$ cat src/rtl/cp0_exc_ctrl.sv
// CP0 exception/interrupt controller for the pipelined MIPS32 core with TLB.
// Holds Status, Cause and EPC. Prioritises dtlb > ov > itlb > unimpl > sys > int.
// Picks the EPC from the faulting pipeline stage, with branch-delay handling.
// Sequences take -> flush -> idle and drives selpc/cancel to the IF/ID logic.
//
// Ports:
//   clk_i, clr_i            clock (rising edge), asynchronous active-high reset
//   irq_i                   level interrupt requests (NIRQ lines)
//   exc_req_i               {dtlb, ov, itlb, unimpl, sys} raw exception requests
//   stall_id_i              ID stage stalled
//   isbr_d/m/w_i            instruction in ID/MEM/WB is a branch or jump
//   pc_f/d/e/m/w_i          PC of the instruction in IF/ID/EXE/MEM/WB
//   eret_i                  eret decoded in ID
//   wc0_i, c0_waddr_i, c0_wdata_i   mtc0 strobe, register number, data
//   c0_raddr_i, c0_rdata_o  mfc0 register number and combinational read data
//   sta_o, cause_o, epc_o   Status, Cause and EPC registers
//   selpc_o                 00 npc, 01 epc, 10 exception base
//   cancel_o                squash younger instructions
//   exc_taken_o             one-cycle pulse when an exception is taken
module cp0_exc_ctrl #(
  parameter int unsigned NIRQ      = 6,
  parameter int unsigned XLEN      = 32,
  parameter int unsigned FLUSH_CYC = 2
) (
  input  logic            clk_i,
  input  logic            clr_i,
  input  logic [NIRQ-1:0] irq_i,
  input  logic [4:0]      exc_req_i,
  input  logic            stall_id_i,
  input  logic            isbr_d_i,
  input  logic            isbr_m_i,
  input  logic            isbr_w_i,
  input  logic [XLEN-1:0] pc_f_i,
  input  logic [XLEN-1:0] pc_d_i,
  input  logic [XLEN-1:0] pc_e_i,
  input  logic [XLEN-1:0] pc_m_i,
  input  logic [XLEN-1:0] pc_w_i,
  input  logic            eret_i,
  input  logic            wc0_i,
  input  logic [4:0]      c0_waddr_i,
  input  logic [4:0]      c0_raddr_i,
  input  logic [XLEN-1:0] c0_wdata_i,
  output logic [XLEN-1:0] c0_rdata_o,
  output logic [XLEN-1:0] sta_o,
  output logic [XLEN-1:0] cause_o,
  output logic [XLEN-1:0] epc_o,
  output logic [1:0]      selpc_o,
  output logic            cancel_o,
  output logic            exc_taken_o
);

  localparam int unsigned CntW = (FLUSH_CYC > 1) ? $clog2(FLUSH_CYC) : 1;

  typedef enum logic [1:0] {StIdle, StTake, StFlush} state_e;

  state_e            state_q, state_d;
  logic [CntW-1:0]   cnt_q, cnt_d;

  // Status fields
  logic [5:0]        en_q, en_d;
  logic              exl_q, exl_d;
  logic [NIRQ-1:0]   im_q, im_d;
  // Cause fields
  logic [4:0]        code_q, code_d;
  logic              bd_q, bd_d;
  logic [NIRQ-1:0]   ip_q, ip_d;
  logic [XLEN-1:0]   epc_q, epc_d;

  // Only a subset of the mtc0 data bits lands in a register.
  logic unused_wdata;
  assign unused_wdata = ^c0_wdata_i;

  // Qualification. Reset gates everything so no control output escapes while clr is high.
  logic can_take, id_ok;
  logic q_dtlb, q_ov, q_itlb, q_unimpl, q_sys, q_int, take, eret_go;

  assign can_take = (state_q == StIdle) & ~exl_q & ~clr_i;
  assign id_ok    = can_take & ~stall_id_i;
  assign q_dtlb   = can_take & exc_req_i[4] & en_q[5];
  assign q_ov     = can_take & exc_req_i[3] & en_q[3];
  assign q_itlb   = id_ok & exc_req_i[2] & en_q[4];
  assign q_unimpl = id_ok & exc_req_i[1] & en_q[2];
  assign q_sys    = id_ok & exc_req_i[0] & en_q[1];
  assign q_int    = id_ok & en_q[0] & (|(ip_q & im_q));
  assign take     = q_dtlb | q_ov | q_itlb | q_unimpl | q_sys | q_int;
  // eret does not depend on EXL, only on the FSM being idle and no exception winning.
  assign eret_go  = (state_q == StIdle) & ~clr_i & eret_i & ~take;

  // Priority select of exccode / EPC / BD. Older pipeline stages win.
  logic [4:0]      sel_code;
  logic            sel_bd;
  logic [XLEN-1:0] sel_epc;

  always_comb begin
    sel_code = 5'd0;
    sel_bd   = isbr_d_i;
    sel_epc  = isbr_d_i ? pc_d_i : pc_f_i;
    if (q_dtlb) begin
      sel_code = 5'd5;
      sel_bd   = isbr_w_i;
      sel_epc  = isbr_w_i ? pc_w_i : pc_m_i;
    end else if (q_ov) begin
      sel_code = 5'd3;
      sel_bd   = isbr_m_i;
      sel_epc  = isbr_m_i ? pc_m_i : pc_e_i;
    end else if (q_itlb) begin
      sel_code = 5'd4;
    end else if (q_unimpl) begin
      sel_code = 5'd2;
    end else if (q_sys) begin
      sel_code = 5'd1;
    end
  end

  // FSM next state and control outputs.
  always_comb begin
    state_d     = state_q;
    cnt_d       = cnt_q;
    selpc_o     = 2'b00;
    cancel_o    = 1'b0;
    exc_taken_o = 1'b0;
    unique case (state_q)
      StIdle: begin
        if (take) begin
          exc_taken_o = 1'b1;
          selpc_o     = 2'b10;
          cancel_o    = 1'b1;
          state_d     = StTake;
        end else if (eret_go) begin
          selpc_o = 2'b01;
        end
      end
      StTake: begin
        // TAKE is the first of the FLUSH_CYC post-take cancel cycles.
        cancel_o = 1'b1;
        if (FLUSH_CYC == 1) begin
          state_d = StIdle;
        end else begin
          state_d = StFlush;
          cnt_d   = CntW'(1);
        end
      end
      StFlush: begin
        cancel_o = 1'b1;
        if (cnt_q == CntW'(FLUSH_CYC - 1)) begin
          state_d = StIdle;
          cnt_d   = '0;
        end else begin
          cnt_d = cnt_q + CntW'(1);
        end
      end
      default: begin
        state_d = StIdle;
        cnt_d   = '0;
      end
    endcase
  end

  // Register next-state: mtc0 first, then eret, then a take overrides EXL/Cause/EPC.
  always_comb begin
    en_d   = en_q;
    exl_d  = exl_q;
    im_d   = im_q;
    code_d = code_q;
    bd_d   = bd_q;
    epc_d  = epc_q;
    ip_d   = irq_i;
    if (wc0_i) begin
      case (c0_waddr_i)
        5'd12: begin
          en_d  = c0_wdata_i[5:0];
          exl_d = c0_wdata_i[6];
          im_d  = c0_wdata_i[8 +: NIRQ];
        end
        5'd13: begin
          bd_d   = c0_wdata_i[XLEN-1];
          code_d = c0_wdata_i[6:2];
        end
        5'd14: epc_d = c0_wdata_i;
        default: ;
      endcase
    end
    if (eret_go) begin
      exl_d = 1'b0;
    end
    if (take) begin
      exl_d  = 1'b1;
      code_d = sel_code;
      bd_d   = sel_bd;
      epc_d  = sel_epc;
    end
  end

  always_ff @(posedge clk_i or posedge clr_i) begin
    if (clr_i) begin
      state_q <= StIdle;
      cnt_q   <= '0;
      en_q    <= '0;
      exl_q   <= 1'b0;
      im_q    <= '0;
      code_q  <= '0;
      bd_q    <= 1'b0;
      ip_q    <= '0;
      epc_q   <= '0;
    end else begin
      state_q <= state_d;
      cnt_q   <= cnt_d;
      en_q    <= en_d;
      exl_q   <= exl_d;
      im_q    <= im_d;
      code_q  <= code_d;
      bd_q    <= bd_d;
      ip_q    <= ip_d;
      epc_q   <= epc_d;
    end
  end

  // Register views and mfc0 read mux.
  always_comb begin
    sta_o              = '0;
    sta_o[5:0]         = en_q;
    sta_o[6]           = exl_q;
    sta_o[8 +: NIRQ]   = im_q;
    cause_o            = '0;
    cause_o[6:2]       = code_q;
    cause_o[8 +: NIRQ] = ip_q;
    cause_o[XLEN-1]    = bd_q;
    epc_o              = epc_q;
  end

  always_comb begin
    c0_rdata_o = '0;
    case (c0_raddr_i)
      5'd12:   c0_rdata_o = sta_o;
      5'd13:   c0_rdata_o = cause_o;
      5'd14:   c0_rdata_o = epc_o;
      default: c0_rdata_o = '0;
    endcase
  end

endmodule

$ cat config.mk
export PLATFORM = sky130hd
export DESIGN_NAME = cp0_exc_ctrl
export DESIGN_NICKNAME = d
export VERILOG_FILES = /design/src/rtl/cp0_exc_ctrl.sv
export SDC_FILE = /design/constraint.sdc
export NUM_CORES = 1
export LEC_CHECK = 0
export BUFFER_PORTS_ARGS = -buffer_cell sky130_fd_sc_hd__buf_2
export CORE_AREA = 2 2 139 141
export CTS_CLUSTER_SIZE = 16
export DETAILED_ROUTE_END_ITERATION = 6
export DIE_AREA = 0 0 141 143
export PLACE_DENSITY = 0.64
export SYNTH_ARGS = -nofsm -noshare
export SYNTH_HDL_FRONTEND = slang
export SYNTH_SLANG_ARGS = --single-unit
$ cat constraint.sdc
create_clock -name clk_i -period 2.45 [get_ports clk_i]
set_input_delay 0.245 -clock clk_i [delete_from_list [all_inputs] [get_ports clk_i]]
set_output_delay 0.245 -clock clk_i [all_outputs]
set_load 0.05 [all_outputs]
==> results.json, run 1 <==
{
  "clkPwrFrac_pct": 19.0,
  "yosysWarnings": 0,
  "worstHoldStart": "irq_i[2]",
  "num_vias": 5613,
  "drt_pass1_iterations": 7,
  "cts_max_level": 3,
  "p_leak_nw": 3.91,
  "totalWireLength_mm": 20.7,
  "setup_ws_ns": 0.123,
  "cts_root_buf": "clkbuf_16",
  "worst_pin_slew_ns": 0.858,
  "antenna_found_initial": 0,
  "hold_violations": 0,
  "path_clk_slew_ns": 0.05,
  "combPwrFrac_pct": 53.4,
  "grt_first_pass_wirelength_mm": 30.4,
  "dp_hpwl_mm": 16.5,
  "synthesis.area_mm2": 0.00513,
  "r2r_start": "state_q[0]",
  "switchingPower_w": 0.00340,
  "ff2ff_path_depth": 9,
  "ant_nets": 0,
  "area_delta_synth_final_pct": 41.3,
  "async_flop_share_pct": 100,
  "seq_power_share_pct": 27.5,
  "arrival_ns": 2.08,
  "core_area_mm2": 0.0186,
  "grt_max_degree": 61,
  "drtIter0Drc": 302,
  "wl_per_cell_um": 17.9,
  "p_int_w": 0.00318,
  "diodes": 0,
  "syn_area_per_cell_um2": 8.38,
  "die-area_mm2": 0.0202,
  "required_ns": 2.20,
  "clockBufferDepth": 2,
  "synth_edf_count": 0,
  "fmax_mhz": 430,
  "p_per_area_mw_per_mm2": 907,
  "holdPathEnd": "ip_q[2]",
  "fill_cells": 1919,
  "drc": 0,
  "gr-total-overflow": 0,
  "drv_slew": 0,
  "clk_latency_ns": 0.34,
  "cts_tree": "done",
  "outcome": "complete, no violations",
  "ys_seq_area_share_pct": 29.3,
  "yosysUniqueCellTypes": 43,
  "hold_class": "input port to flop",
  "critPathLaunch": "state_q[0]",
  "netSwitchingFraction_pct": 51.6,
  "final_core_util_pct": 39.0,
  "cts_buffers": 9,
  "worstReg2RegEnd": "epc_o[20]",
  "ys_ff_latch": 60,
  "ir_drop_mv": 0.403,
  "dieHeight_um": 143,
  "dpl_worst_slack_ns": 0.177,
  "final_nets": 1147,
  "worstSetupPathType": "flop to output port",
  "rows": 50,
  "cp-start-kind": "flop",
  "maxSlewHeadroom_pct": 42.8,
  "synth_cells": 612,
  "grt_setup_unrepaired": "false",
  "avgViaCountPerCell": 4.84,
  "final.period_utilization_pct": 95.0,
  "path_max_fanout": 5,
  "cp-end-kind": "output port",
  "track_usage_pct": 19.7,
  "r2r_slack_ns": 0.20,
  "setup_violations": 0,
  "initial_utilization_pct": 27.6,
  "cap_violations": 0,
  "grt_pass1_vias": 5304,
  "finalWeightedCongestion": 0.866,
  "worst_hold_slack_ns": 0.0221,
  "min_path_cells": 1,
  "skew_ns": 0.0116,
  "numPortBuffers": 313,
  "min_period_ns": 2.33,
  "yosys_most_used_dff": "dfrtp_1",
  "drive_above_1_share_pct": 42.3,
  "fin_setup_tns_ns": 0,
  "cts.sinks": 60,
  "io_pins": 353,
  "dieWidth_um": 141
}
==> power groups by stage <==
stage                     clock network [W]  logic (W)  registers [W]
after floorplan                           0    0.00138        0.00289
after global placement                    0    0.00345        0.00182
after detailed placement                  0    0.00349        0.00182
after CTS                           0.00129    0.00352        0.00181
after global routing                0.00133    0.00374        0.00186
final                               0.00125    0.00351        0.00181
==> Yosys cell counts, types with 2 or more instances <==
cell	number	area [um^2]
nand2_1	148	556
mux2i_1	115	1150
dfrtp_1	60	1500
buf_4	46	345
nor2_1	40	150
a311oi_1	32	280
a31oi_1	32	200
clkbuf_1	24	90.1
and2_1	20	125
o21ai_0	14	70.1
buf_2	12	60.1
mux2_2	12	135
ha_1	6	75.1
inv_1	5	18.8
a22oi_1	4	30.0
buf_6	4	45.0
a21oi_1	3	15.0
buf_1	3	11.3
nand3_1	3	15.0
o21ai_1	3	15.0
a22o_1	2	17.5
and3_1	2	12.5
mux2_1	2	22.5
==> per-stage QoR <==
stage | total power, W | std cells | instance area (um^2)
2_1_floorplan | 0.00427 | 650 | 5280
3_3_place_gp | 0.00527 | 1140 | 6920
3_5_place_dp | 0.00531 | 1140 | 6920
4_1_cts | 0.00662 | 1158 | 7230
5_1_grt | 0.00693 | 1159 | 7250
6_report | 0.00657 | 1159 | 7250
==> repair_timing <==
action / CTS / global route
endpoints found under the setup margin: 4 / 6
hold buffers: 0 / 0
gates resized for setup: 1 / 3
gates cloned: 0 / 0
pin swaps: 1 / 0
buffers inserted: 2 / 1
hold endpoints to repair: 0 / 0
==> layout by cell type (no fill, tap or decap), types with 12 or more instances in the layout <==
cell	instances
nand2_1	148
a311oi_1	32
a31oi_1	32
buf_4	32
and2_1	20
buf_2	310
nor2_1	40
dfrtp_1	59
mux2_2	12
conb_1	39
mux2i_1	115
o21ai_0	14
==> logic make-up (layout without fill, tap and decap cells) <==
group | after synthesis | after routing | share of synthesized area [%]
AOI/OAI and AO/OA | 98 | 98 | 14.0
adders and majority gates | 6 | 6 | 1.46
buffers and inverters | 95 | 370 | 11.2
DFF | 60 | 60 | 29.3
other | 1 | 39 | 0.0731
muxes | 129 | 129 | 25.5
and+or+nand+nor | 223 | 223 | 18.5
==> worst max-delay path: stages (launching register included) <==
cell and delay, ns:
dfrtp_2 0.43, inv_1 0.11, ha_1 0.17, nor3b_4 0.21, and2b_4 0.19, a32oi_4 0.12
buf_4 0.18, a21oi_2 0.15, buf_6 0.17
==> area by class of cell <==
type                    count  area (um^2)  area share [%]
repair buffers            348         1900            26.3
flip-flops and latches     60         1500            20.7
inverters                   6         26.3           0.363
well taps                 234          293            4.04
clock buffers              10          229            3.16
clock inverters             6         65.1           0.898
multi-input cells         495         3230            44.5
==> registers in the layout, indices dropped and copies added (netlist names) <==
register and flops:
ip_q 6, en_q 6, epc_o 32, code_q 5, im_q 6, bd_q 1, state_q 2, cnt_q 1
exl_q 1
==> worst max path at each step <==
stage / endpoint / slack (ns) / depth (start not counted)
2_1_floorplan: selpc_o[1] / 0.09 / 8
3_3_place_gp: cancel_o / 0.24 / 8
3_5_place_dp: cancel_o / 0.18 / 8
4_1_cts: cancel_o / 0.06 / 8
5_1_grt: cancel_o / 0.01 / 8
6_report: cancel_o / 0.12 / 8
==> routing by layer <==
layer / wire length, um / vias up / GRT usage [%] / part of all wire (%)
li1: - / 2700 / - / -
met1: 8960 / 2611 / 26.1 / 43
met2: 10200 / 279 / 33.7 / 49
met3: 1320 / 23 / 3.09 / 6.4
met4: 266 / 0 / 4.79 / 1.3
met5: 0 / - / 0 / 0
Power figures use the tool's default switching activity.
==> run 2, diff against run 1 <==
==> constraint.sdc (replaced) <==
create_clock -name clk_i -period 2.45 [get_ports clk_i]
set_input_delay 0.1225 -clock clk_i [delete_from_list [all_inputs] [get_ports clk_i]]
set_output_delay 0.1225 -clock clk_i [all_outputs]
set_load 0.05 [all_outputs]
==> run 2 against run 1 <==
Effect of this change: sequential power barely moved; fmax fell by 0.30%; global-route usage fell by 0.16 points; critical path depth did not move; clock skew fell by 0.0014 ns; total power rose by 3.3%; register-to-register slack got worse by 0.04 ns; first-iteration DRC count rose by 20%; critical endpoint unchanged; largest power group unchanged; highest routed layer unchanged.
==> results.json, run 2 (synthesized netlist as in run 1, its figures left out) <==
{
  "outcome": "complete, no violations",
  "drc": 0,
  "worstSetupPathType": "flop to output port",
  "crit_slowest_cell": "dfrtp_1",
  "drt_pass1_iterations": 4,
  "cts.sinks": 60,
  "grt_max_degree": 61,
  "core_area_mm2": 0.0186,
  "p_per_area_mw_per_mm2": 916,
  "required_ns": 2.33,
  "gr-total-overflow": 0,
  "layout_common_cells": "308 x buf_2, 148 x nand2_1, 115 x mux2i_1",
  "largest_register_ffs": 32,
  "drive_above_1_share_pct": 41.9,
  "cts_tree": "done",
  "rows": 50,
  "worst_pin_slew_ns": 0.870,
  "crit_chain": "inv_1, ha_1, nor3b_4, and2b_4, a32oi_4, buf_12, a21oi_2, buf_2",
  "clk_latency_ns": 0.34,
  "final_common_cell": "buf_2",
  "cap_violations": 0,
  "netSwitchingFraction_pct": 50.6,
  "dieHeight_um": 143,
  "grt_pass1_vias": 5138,
  "dp_hpwl_mm": 16.3,
  "p_int_w": 0.00336,
  "grt_setup_unrepaired": "false",
  "cts_max_level": 3,
  "clockBufferDepth": 2,
  "path_clk_slew_ns": 0.06,
  "arrival_ns": 2.21,
  "ir_drop_mv": 0.377,
  "slowest_delay_ns": 0.42,
  "fin_setup_tns_ns": 0,
  "drv_slew": 0,
  "combPwrFrac_pct": 52.2,
  "avgViaCountPerCell": 4.80,
  "numPortBuffers": 313,
  "final_nets": 1153,
  "min_period_ns": 2.33,
  "drtIter0Drc": 362,
  "switchingPower_w": 0.00343,
  "hold_violations": 0,
  "clkPwrFrac_pct": 21.4,
  "fmax_mhz": 429,
  "finalWeightedCongestion": 0.847,
  "cts_buffers": 9,
  "diodes": 0,
  "dpl_worst_slack_ns": 0.0995,
  "die-area_mm2": 0.0202,
  "dieWidth_um": 141,
  "cp-end-kind": "output port",
  "path_max_fanout": 6,
  "wl_per_cell_um": 18.0,
  "p_leak_nw": 3.97,
  "antenna_found_initial": 0,
  "num_vias": 5588,
  "skew_ns": 0.0102,
  "setup_ws_ns": 0.117,
  "ant_nets": 0,
  "totalWireLength_mm": 20.9,
  "initial_utilization_pct": 27.6,
  "grt_first_pass_wirelength_mm": 29.7,
  "final.period_utilization_pct": 95.2,
  "hold_class": "input port to flop",
  "cp-start-kind": "flop",
  "track_usage_pct": 19.5,
  "io_pins": 353,
  "cts_root_buf": "clkbuf_16",
  "area_delta_synth_final_pct": 44.5,
  "setup_violations": 0,
  "fill_cells": 1906,
  "maxSlewHeadroom_pct": 42.0,
  "seq_power_share_pct": 26.4
}
## run 2: repair_timing
action                                  4_1_cts  5_1_grt
gates resized for setup                       5        6
pin swaps                                     0        1
gates cloned                                  0        1
hold buffers                                  6        0
hold endpoints to repair                      6        0
endpoints found under the setup margin        4       22
setup buffers                                 1        6
## run 2: final timing paths
kind	cells after the start	from	slack (ns)	endpoint
worst max-delay path	8	state_q[1]	0.12	cancel_o
max in group asynchronous	3	clr_i	1.75	epc_o[10]
worst max register to register	9	state_q[1]	0.16	epc_o[1]
min in group asynchronous	3	clr_i	0.14	exl_q
worst min-delay path	2	c0_wdata_i[1]	0.04	en_q[1]
worst min register to register	2	cnt_q	0.49	cnt_q
## run 2: final cells by class
class / count / area, um^2 / share of cell area (%)
Clock buffer: 11 / 253 / 3.41
Sequential cell: 60 / 1500 / 20.3
Tap cell: 234 / 293 / 3.95
Timing Repair Buffer: 354 / 2020 / 27.2
Inverter: 6 / 26.3 / 0.354
Multi-Input combinational cell: 495 / 3240 / 43.7
Clock inverter: 5 / 83.8 / 1.13
## run 2: metal layers
metal  share of wire, %  up-vias  track usage [%]
met5                  0        -                0
met4                1.0        0             5.42
met3                6.1       11             2.18
met2                 50      264             34.0
met1                 43     2595             25.6
li1                   -     2718                -
## run 2: power by group through the flow
| stage | registers (W) | clock network, W | logic [W] |
|---|---|---|---|
| after floorplan | 0.00289 | 0 | 0.00138 |
| after global placement | 0.00181 | 0 | 0.00342 |
| after detailed placement | 0.00181 | 0 | 0.00345 |
| after CTS | 0.00180 | 0.00148 | 0.00349 |
| after global routing | 0.00185 | 0.00152 | 0.00377 |
| final | 0.00179 | 0.00145 | 0.00355 |
## run 2: critical path, delay by kind of cell, from the launching register on
kind            cells  cell delay [ns]
flops               1             0.42
buf+inv             3             0.60
simple gates        2             0.41
compound gates      2             0.26
fa+ha+maj           1             0.19
## run 2: per-stage QoR
step | util [%] | total power, W | cell area (um^2) | hold WS, ns | instances
after global placement | 37.1 | 0.00523 | 6900 | 0.231 | 1135
after global routing | 39.9 | 0.00714 | 7410 | 0.0402 | 1165
after floorplan | - | 0.00427 | 5280 | 0.154 | 650
after detailed placement | 37.1 | 0.00526 | 6900 | 0.232 | 1135
final | 39.9 | 0.00679 | 7410 | 0.0408 | 1165
after CTS | 39.4 | 0.00677 | 7320 | 0.0238 | 1158
